[src/rtl/switch_input_port_if.sv]
// Bus bundle for switch_input_port: raw pins, interrupt mask, W1C clear strobe and status outputs.
interface switch_input_port_if #(
    parameter int unsigned NUM_CH  = 8,
    parameter int unsigned COUNT_W = 16
);
    logic [NUM_CH-1:0]  sw_in;
    logic [NUM_CH-1:0]  irq_mask;
    logic               clr_valid;
    logic [NUM_CH-1:0]  clr_mask;
    logic [NUM_CH-1:0]  sw_state;
    logic [NUM_CH-1:0]  pending;
    logic               irq;
    logic [COUNT_W-1:0] event_count;

    modport master (
        output sw_in, irq_mask, clr_valid, clr_mask,
        input  sw_state, pending, irq, event_count
    );

    modport slave (
        input  sw_in, irq_mask, clr_valid, clr_mask,
        output sw_state, pending, irq, event_count
    );
endinterface

[src/rtl/switch_input_port.sv]
// N-channel switch input port: synchroniser, per-channel debounce, edge events into W1C pending + irq.
// Optional macro SW_EVENT_COUNT_EN adds a saturating popcount of qualifying events.
module switch_input_port #(
    parameter int unsigned       NUM_CH          = 8,
    parameter int unsigned       SYNC_STAGES     = 2,
    parameter int unsigned       DEBOUNCE_CYCLES = 4,
    parameter int unsigned       EDGE_MODE       = 0,
    parameter logic [NUM_CH-1:0] RESET_STATE     = '0,
    parameter int unsigned       COUNT_W         = 16
) (
    input  logic               clk,
    input  logic               rst,
    switch_input_port_if.slave bus
);
    localparam int unsigned      CNT_W    = $clog2(DEBOUNCE_CYCLES + 1);
    localparam logic [CNT_W-1:0] CNT_LAST = CNT_W'(DEBOUNCE_CYCLES - 1);

    logic [NUM_CH-1:0] r_sync [SYNC_STAGES];
    logic [NUM_CH-1:0] r_state;
    logic [NUM_CH-1:0] r_pend;
    logic              r_irq;
    logic [CNT_W-1:0]  r_cnt      [NUM_CH];
    logic [CNT_W-1:0]  w_cnt_next [NUM_CH];
    logic [NUM_CH-1:0] w_sync;
    logic [NUM_CH-1:0] w_state_next;
    logic [NUM_CH-1:0] w_chg;
    logic [NUM_CH-1:0] w_evt;
    logic [NUM_CH-1:0] w_clr;
    logic [NUM_CH-1:0] w_pend_next;

    assign w_sync = r_sync[SYNC_STAGES-1];

    // Metastability chain for the asynchronous pins
    always_ff @(posedge clk or negedge rst) begin
        if (!rst) begin
            for (int unsigned s = 0; s < SYNC_STAGES; s++) r_sync[s] <= RESET_STATE;
        end else begin
            r_sync[0] <= bus.sw_in;
            for (int unsigned s = 1; s < SYNC_STAGES; s++) r_sync[s] <= r_sync[s-1];
        end
    end

    // Accept a new level only after DEBOUNCE_CYCLES consecutive differing samples
    always_comb begin
        w_state_next = r_state;
        w_chg        = '0;
        for (int unsigned i = 0; i < NUM_CH; i++) begin
            w_cnt_next[i] = '0;
            if (w_sync[i] != r_state[i]) begin
                if (r_cnt[i] == CNT_LAST) begin
                    w_state_next[i] = w_sync[i];
                    w_chg[i]        = 1'b1;
                end else begin
                    w_cnt_next[i] = r_cnt[i] + CNT_W'(1);
                end
            end
        end
    end

    always_comb begin
        w_evt = w_chg;
        if (EDGE_MODE == 1)      w_evt = w_chg & w_state_next;
        else if (EDGE_MODE == 2) w_evt = w_chg & ~w_state_next;
    end

    // Set wins over a same-edge clear
    assign w_clr       = bus.clr_valid ? bus.clr_mask : '0;
    assign w_pend_next = (r_pend & ~w_clr) | w_evt;

    always_ff @(posedge clk or negedge rst) begin
        if (!rst) begin
            r_state <= RESET_STATE;
            r_pend  <= '0;
            r_irq   <= 1'b0;
            for (int unsigned i = 0; i < NUM_CH; i++) r_cnt[i] <= '0;
        end else begin
            r_state <= w_state_next;
            r_pend  <= w_pend_next;
            r_irq   <= |(w_pend_next & bus.irq_mask);
            for (int unsigned i = 0; i < NUM_CH; i++) r_cnt[i] <= w_cnt_next[i];
        end
    end

    assign bus.sw_state = r_state;
    assign bus.pending  = r_pend;
    assign bus.irq      = r_irq;

`ifdef SW_EVENT_COUNT_EN
    localparam int unsigned PC_W  = $clog2(NUM_CH + 1);
    localparam int unsigned SUM_W = COUNT_W + 1;

    logic [PC_W-1:0]    w_pc;
    logic [SUM_W-1:0]   w_sum;
    logic [COUNT_W-1:0] r_count;

    always_comb begin
        w_pc = '0;
        for (int unsigned i = 0; i < NUM_CH; i++) w_pc = w_pc + PC_W'(w_evt[i]);
    end

    assign w_sum = {1'b0, r_count} + SUM_W'(w_pc);

    // Saturate at all-ones; only reset clears it
    always_ff @(posedge clk or negedge rst) begin
        if (!rst)                r_count <= '0;
        else if (w_sum[COUNT_W]) r_count <= '1;
        else                     r_count <= w_sum[COUNT_W-1:0];
    end

    assign bus.event_count = r_count;
`else
    assign bus.event_count = COUNT_W'(0);
`endif
endmodule

[src/flat_wrapper.sv]
// flat-port wrapper written by rule: the top's interface ports become plain ports
module switch_input_port_flat 
#(
    parameter int unsigned       NUM_CH          = 8,
    parameter int unsigned       SYNC_STAGES     = 2,
    parameter int unsigned       DEBOUNCE_CYCLES = 4,
    parameter int unsigned       EDGE_MODE       = 0,
    parameter logic [NUM_CH-1:0] RESET_STATE     = '0,
    parameter int unsigned       COUNT_W         = 16
)
  (clk, rst, bus_sw_in, bus_irq_mask, bus_clr_valid, bus_clr_mask, bus_sw_state, bus_pending, bus_irq, bus_event_count);
  switch_input_port_if #(.NUM_CH(NUM_CH), .COUNT_W(COUNT_W)) bus_i ();
  input  logic clk;
  input  logic rst;
  input wire logic [$bits(bus_i.sw_in)-1:0] bus_sw_in;
  input wire logic [$bits(bus_i.irq_mask)-1:0] bus_irq_mask;
  input wire logic [$bits(bus_i.clr_valid)-1:0] bus_clr_valid;
  input wire logic [$bits(bus_i.clr_mask)-1:0] bus_clr_mask;
  output wire logic [$bits(bus_i.sw_state)-1:0] bus_sw_state;
  output wire logic [$bits(bus_i.pending)-1:0] bus_pending;
  output wire logic [$bits(bus_i.irq)-1:0] bus_irq;
  output wire logic [$bits(bus_i.event_count)-1:0] bus_event_count;
  assign bus_i.sw_in = bus_sw_in;
  assign bus_i.irq_mask = bus_irq_mask;
  assign bus_i.clr_valid = bus_clr_valid;
  assign bus_i.clr_mask = bus_clr_mask;
  assign bus_sw_state = bus_i.sw_state;
  assign bus_pending = bus_i.pending;
  assign bus_irq = bus_i.irq;
  assign bus_event_count = bus_i.event_count;
  switch_input_port #(.NUM_CH(NUM_CH), .SYNC_STAGES(SYNC_STAGES), .DEBOUNCE_CYCLES(DEBOUNCE_CYCLES), .EDGE_MODE(EDGE_MODE), .RESET_STATE(RESET_STATE), .COUNT_W(COUNT_W)) u_core (.clk(clk), .rst(rst), .bus(bus_i));
endmodule
[config.mk]
export PLATFORM = sky130hd
export DESIGN_NAME = switch_input_port_flat
export DESIGN_NICKNAME = d
export VERILOG_FILES = /design/src/rtl/switch_input_port_if.sv /design/src/rtl/switch_input_port.sv /design/src/flat_wrapper.sv
export SDC_FILE = /design/constraint.sdc
export NUM_CORES = 1
export LEC_CHECK = 0
export BUFFER_PORTS_ARGS = -buffer_cell sky130_fd_sc_hd__buf_2
export CAP_MARGIN = 25
export CORE_MARGIN = 4
export CORE_UTILIZATION = 50
export CTS_CLUSTER_SIZE = 8
export DETAILED_ROUTE_END_ITERATION = 12
export PLACE_DENSITY = 0.73
export SLEW_MARGIN = 10
export SYNTH_ARGS = -nofsm -noshare
export SYNTH_HDL_FRONTEND = slang
export SYNTH_SLANG_ARGS = --single-unit
[constraint.sdc]
create_clock -name clk -period 1.5 [get_ports clk]
set_input_delay 0.075 -clock clk [delete_from_list [all_inputs] [get_ports clk]]
set_output_delay 0.075 -clock clk [all_outputs]
set_load 0.01 [all_outputs]
# --- After elaboration in Yosys (flattened, before gate mapping) ---
# Index checks and enable logic that the tools add are counted.
totals:
  output_inout_bits: 33
  word_cells: 90
  regBits: 57
op_classes:
  n_addsub: 8
  n_eq_ne: 16
  n_reduce_logical: 9
  n_mux: 33
  n_bitwise: 4
ops:
  columns: ["cell", "n"]
  rows:
  - ["$mux 3", 16]
  - ["$add 3x1->3 const B", 8]
  - ["$eq 3x2->1 const B", 8]
  - ["$and 8x8->8", 2]
  - ["$mux 1", 16]
  - ["$reduce_and 2->1", 8]
  - ["$mux 8", 1]
  - ["$ne 1x1->1", 8]
  - ["$not 8->8", 1]
  - ["$or 8x8->8", 1]
  - ["$reduce_or 8->1", 1]

# --- Depth between registers and ports, before layout ---
logic_depth:
  word_depth: 6
  mapped_depth: 5

# --- Least setup slack after synthesis ---
# Ideal clock, no wire load.
synth_path:
  path_type: "register to register"
  from: "register u_core.r_cnt[6] (netlist bit)"
  to: "register u_core.r_irq, in the netlist u_core.bus.irq"
  setup_slack_ns: 0.173
  t_arrival_ns: 1.195
  stages_incl_launch_ff: 6
  setup_ns: 0.133
  t_required_ns: 1.367
  synth_period_minus_slack_ns: 1.327
  path_cell_list: "dfrtp_1 ha_1 nor2b_1 and3_1 nor4_2 nand4_1"
synth_via:
  elab_chain_cells: 6
synth_rtl:
  columns: ["item", "line_no", "rtl"]
  rows:
  - ["from (decl)", "switch_input_port.sv:22", "logic [CNT_W-1:0] r_cnt [NUM_CH];"]
  - ["$eq 3x2->1", "switch_input_port.sv:50", "if (r_cnt[i] == CNT_LAST) begin"]
  - ["$mux 1", "switch_input_port.sv:50", null]
  - ["$mux 1", "switch_input_port.sv:49", "if (w_sync[i] != r_state[i]) begin"]
  - ["$or 8x8->8", "switch_input_port.sv:68", "assign w_pend_next = (r_pend & ~w_clr) | w_evt;"]
  - ["$and 8x8->8", "switch_input_port.sv:79", "r_irq <= |(w_pend_next & bus.irq_mask);"]
  - ["$reduce_or 8->1", "switch_input_port.sv:79", null]
  - ["to (signal assigned)", "switch_input_port.sv:79", null]
  - ["to (decl)", "switch_input_port.sv:21", "logic r_irq;"]
# No other way between the ends.
# A chain may end at the register's enable or synchronous reset.

# --- Worst setup path in the final report ---
# Ends and elaborated chain as after synthesis.

==> key figures <==
Outcome
  – Status: finished, final reports clean

Timing
  – Slew Limit Fails: 0
  – Final Critical Period: 1.37 ns
  – Tcrit/Tclk final: 91.3%
  – Final Hold Fails: 0
  – F_max: 730 MHz
  – Unrepaired setup endpoints after global routing: no
  – Worst Skew: 0.00371 ns
  – Final setup viols: 0
  – Fin Setup TNS: 0 ns

Layout
  – Share of layout cells above drive strength 1: 27.8%
  – Ant diodes: 0
  – Synthesis-to-finish area growth: 21.7%
  – Fill cell count: 360
  – Nets@finish: 276
  – Fin area: 2830 um^2

Setup path
  – CP peak stage delay: 0.37 ns
  – Worst path required time: 1.69 ns
  – Buf/Inv on CP: 0
  – Crit-path leading delay family: simple AND/OR/NAND/NOR gates
  – Crit path capture type: flip-flop
  – R2R Path Start: u_core.r_cnt[6]
  – Slowest stage cell, crit path: dfrtp_1
  – CP Max Fanout: 2
  – FF-to-FF End: u_core.bus.irq
  – Reg2Reg Depth: 5
  – CP startpoint kind: flip-flop
  – Critical-path cell list: ha_1 > nor2b_1 > and3_1 > nor4_2 > nand4_1
  – CP Class: flip-flop to flip-flop
  – R2r setup slk: 0.13 ns
  – Worst endpoint data arrival time: 1.56 ns

Pwr
  – Comb pwr share: 29.6%
  – Leak pwr: 1.41 nW
  – VDD IR max: 0.939 mV
  – Pwr per Cell Area: 1700 nW/um^2
  – Net Sw Power: 1.48 mW
  – Clock share of power: 23.9%
  – Seq pwr share: 46.5%
  – Int Power: 3.34 mW
  – Sw frac: 30.8%

GRT
  – Grt met3 use: 5.32%
  – Vias in the first global route: 1,531
  – Tot GR Track Use: 15.5%
  – First-pass GRT wire length: 6950 um
  – Met2 Track Usage GR: 24.0%
  – Initial antenna violation count: 0
  – Met1 Use GR: 18.4%
  – Total congestion overflow: 0
  – Largest net degree at the start of global routing: 58
  – Gr busiest metal: met2

Routing
  – DRC: 0
  – WL final: 4020 um
  – 1st-iter DRT viols: 41
  – Via count: 1,460
  – Initial DRT Pass Iterations: 4
  – Vias per std cell: 4.92
  – WL per Instance: 13.5 um
  – Antenna Nets Post-Route: 0

Floorplan
  – Rows: 24
  – Initial core utilization: 52.6%
  – Die area: 5800 um^2
  – Core area: 4410 um^2
  – Die Height: 76.2 um
  – Die width: 76.2 um
  – Ports: 60

Clocking
  – Postcts setup bufs: 0
  – Gates resized, CTS repair: 0
  – Skew-Pair Late Insertion Delay: 0.32 ns
  – CTS tree: yes
  – CTS Buf Count: 9
  – Clk sink count: 57
  – Clock Tree Buf Depth: 2
  – Reg clk slew, reported paths: 0.06 ns
  – Clock root buffer: clkbuf_8
  – H-tree depth: 3
  – CTS hold repair buffers: 10

Synth
  – YS warnings: 0
  – Syn Inst Count: 175
  – Yosys reg bits: 57
  – Syn avg cell area: 13.3 um^2
  – Cell area after synthesis: 2320 um^2
  – Area leader, netlist: dfrtp_1
  – Top cell type's share of synthesized area: 61.4%
  – Synth cell types: 25
  – Register area share after synthesis: 61.4%
  – Synth top area cells: dfrtp_1, buf_4, ha_1

Place
  – DP HPWL: 2880 um
  – # port buffers: 43
  – Dpl cell area: 2570 um^2
  – GPL Wtd Cong: 0.742

Hold path
  – Hold Path Sink: u_core.bus.pending[7]
  – WHS Path Cells: 4
  – Hold Path Origin: bus_clr_mask[7]
  – HP Class: input pin to flip-flop

Run
  – Max-cap violations: 0
## cell type report
class	count	area, um^2	area share [%]
sequential	57	1430	50.4
timing repair buffer	57	358	12.7
tap	52	65.1	2.30
clock buffer	15	156	5.53
multi-input combinational	116	822	29.1
## cell families after synthesis
| logic type | synth area share [%] |
|---|---|
| XOR/XNOR | 5.65 |
| flip-flops | 61.4 |
| multiplexers | 3.88 |
| AO/OA/AOI/OAI | 3.55 |
| buffers and inverters | 5.65 |
| other | 0.161 |
| adder cells (fa/ha/maj) | 4.31 |
| AND/OR/NAND/NOR | 15.4 |
## through the flow
stage               utilization [%]  cells  hold slack [ns]  total power [mW]  setup WS [ns]
finish                         64.1    297           0.0228              4.82          0.130
global route                   64.1    297           0.0378              5.18         0.0437
CTS                            64.1    297          0.00797              4.90          0.132
global placement               58.2    272           0.0958              3.65          0.194
detailed placement             58.2    272           0.0975              3.70          0.140
floorplan                         -    190           -0.221              3.19          0.173
## routing by layer
metal	vias to the layer above	wire [um]
li1	708	-
met5	-	0
met2	51	1890
met4	0	82
met1	694	1750
met3	7	296
## sequential cells by signal (all words and copies together), names as in the netlist
name and cells:
u_core.r_cnt 24, u_core.bus.irq 1, u_core.r_sync 8, u_core.w_sync 8, u_core.bus.sw_state 8, u_core.bus.pending 8
## synthesized netlist by cell type
| master | count |
|---|---|
| conb_1 | 1 |
| mux2_2 | 8 |
| and2_0 | 1 |
| nand3b_1 | 1 |
| nor2b_1 | 8 |
| and4_1 | 2 |
| buf_4 | 16 |
| nand3_1 | 7 |
| nand2_1 | 10 |
| nor4_2 | 1 |
| a22o_1 | 6 |
| and3_1 | 2 |
| a32o_1 | 2 |
| nor3b_1 | 11 |
| nand2_2 | 1 |
| dfrtp_1 | 57 |
| a22o_2 | 1 |
| and2_1 | 6 |
| buf_6 | 1 |
| ha_1 | 8 |
| xor2_1 | 7 |
| xnor2_1 | 8 |
| nand4_1 | 1 |
| nor3_1 | 8 |
| nand2b_1 | 1 |
## cells in the final DEF (no fill, tap or decap), types with 2 or more instances in the layout
cell and count:
and4_1 2, mux2_2 8, dlygate4sd3_1 10, nand3_1 7
and3_1 2, clkbuf_1 5, nand2_1 10, and2_1 6
dfrtp_1 57, buf_2 43, a32o_1 2, nor3_1 8
conb_1 16, buf_4 3, xnor2_1 8, nor3b_1 11
xor2_1 7, nor2b_1 8, ha_1 8, clkbuf_8 10
a22o_1 6
## worst max path at each step
| stage | slack (ns) | from | cells past startpoint | endpoint |
|---|---|---|---|---|
| 6_report | 0.13 | u_core.r_cnt[6] | 5 | u_core.bus.irq |
| 5_1_grt | 0.04 | u_core.r_cnt[12] | 5 | u_core.bus.irq |
| 4_1_cts | 0.13 | u_core.r_cnt[6] | 5 | u_core.bus.irq |
| 3_5_place_dp | 0.14 | u_core.r_cnt[6] | 5 | u_core.bus.irq |
| 3_3_place_gp | 0.19 | u_core.r_cnt[6] | 5 | u_core.bus.irq |
| 2_1_floorplan | 0.17 | u_core.r_cnt[6] | 5 | u_core.bus.irq |
## worst register-to-register path: stages, from the launching register on
cell	delay, ns
dfrtp_1	0.37
ha_1	0.21
nor2b_1	0.14
and3_1	0.18
nor4_2	0.21
nand4_1	0.13
## power groups by stage
stage / Sequential, mW / Clock [mW] / Combinational [mW]
floorplan: 2.34 / 0 / 0.850
finish: 2.24 / 1.15 / 1.43
global route: 2.30 / 1.28 / 1.60
detailed placement: 2.27 / 0 / 1.43
global placement: 2.26 / 0 / 1.39
CTS: 2.25 / 1.20 / 1.46
Power figures use the tool's default switching activity.
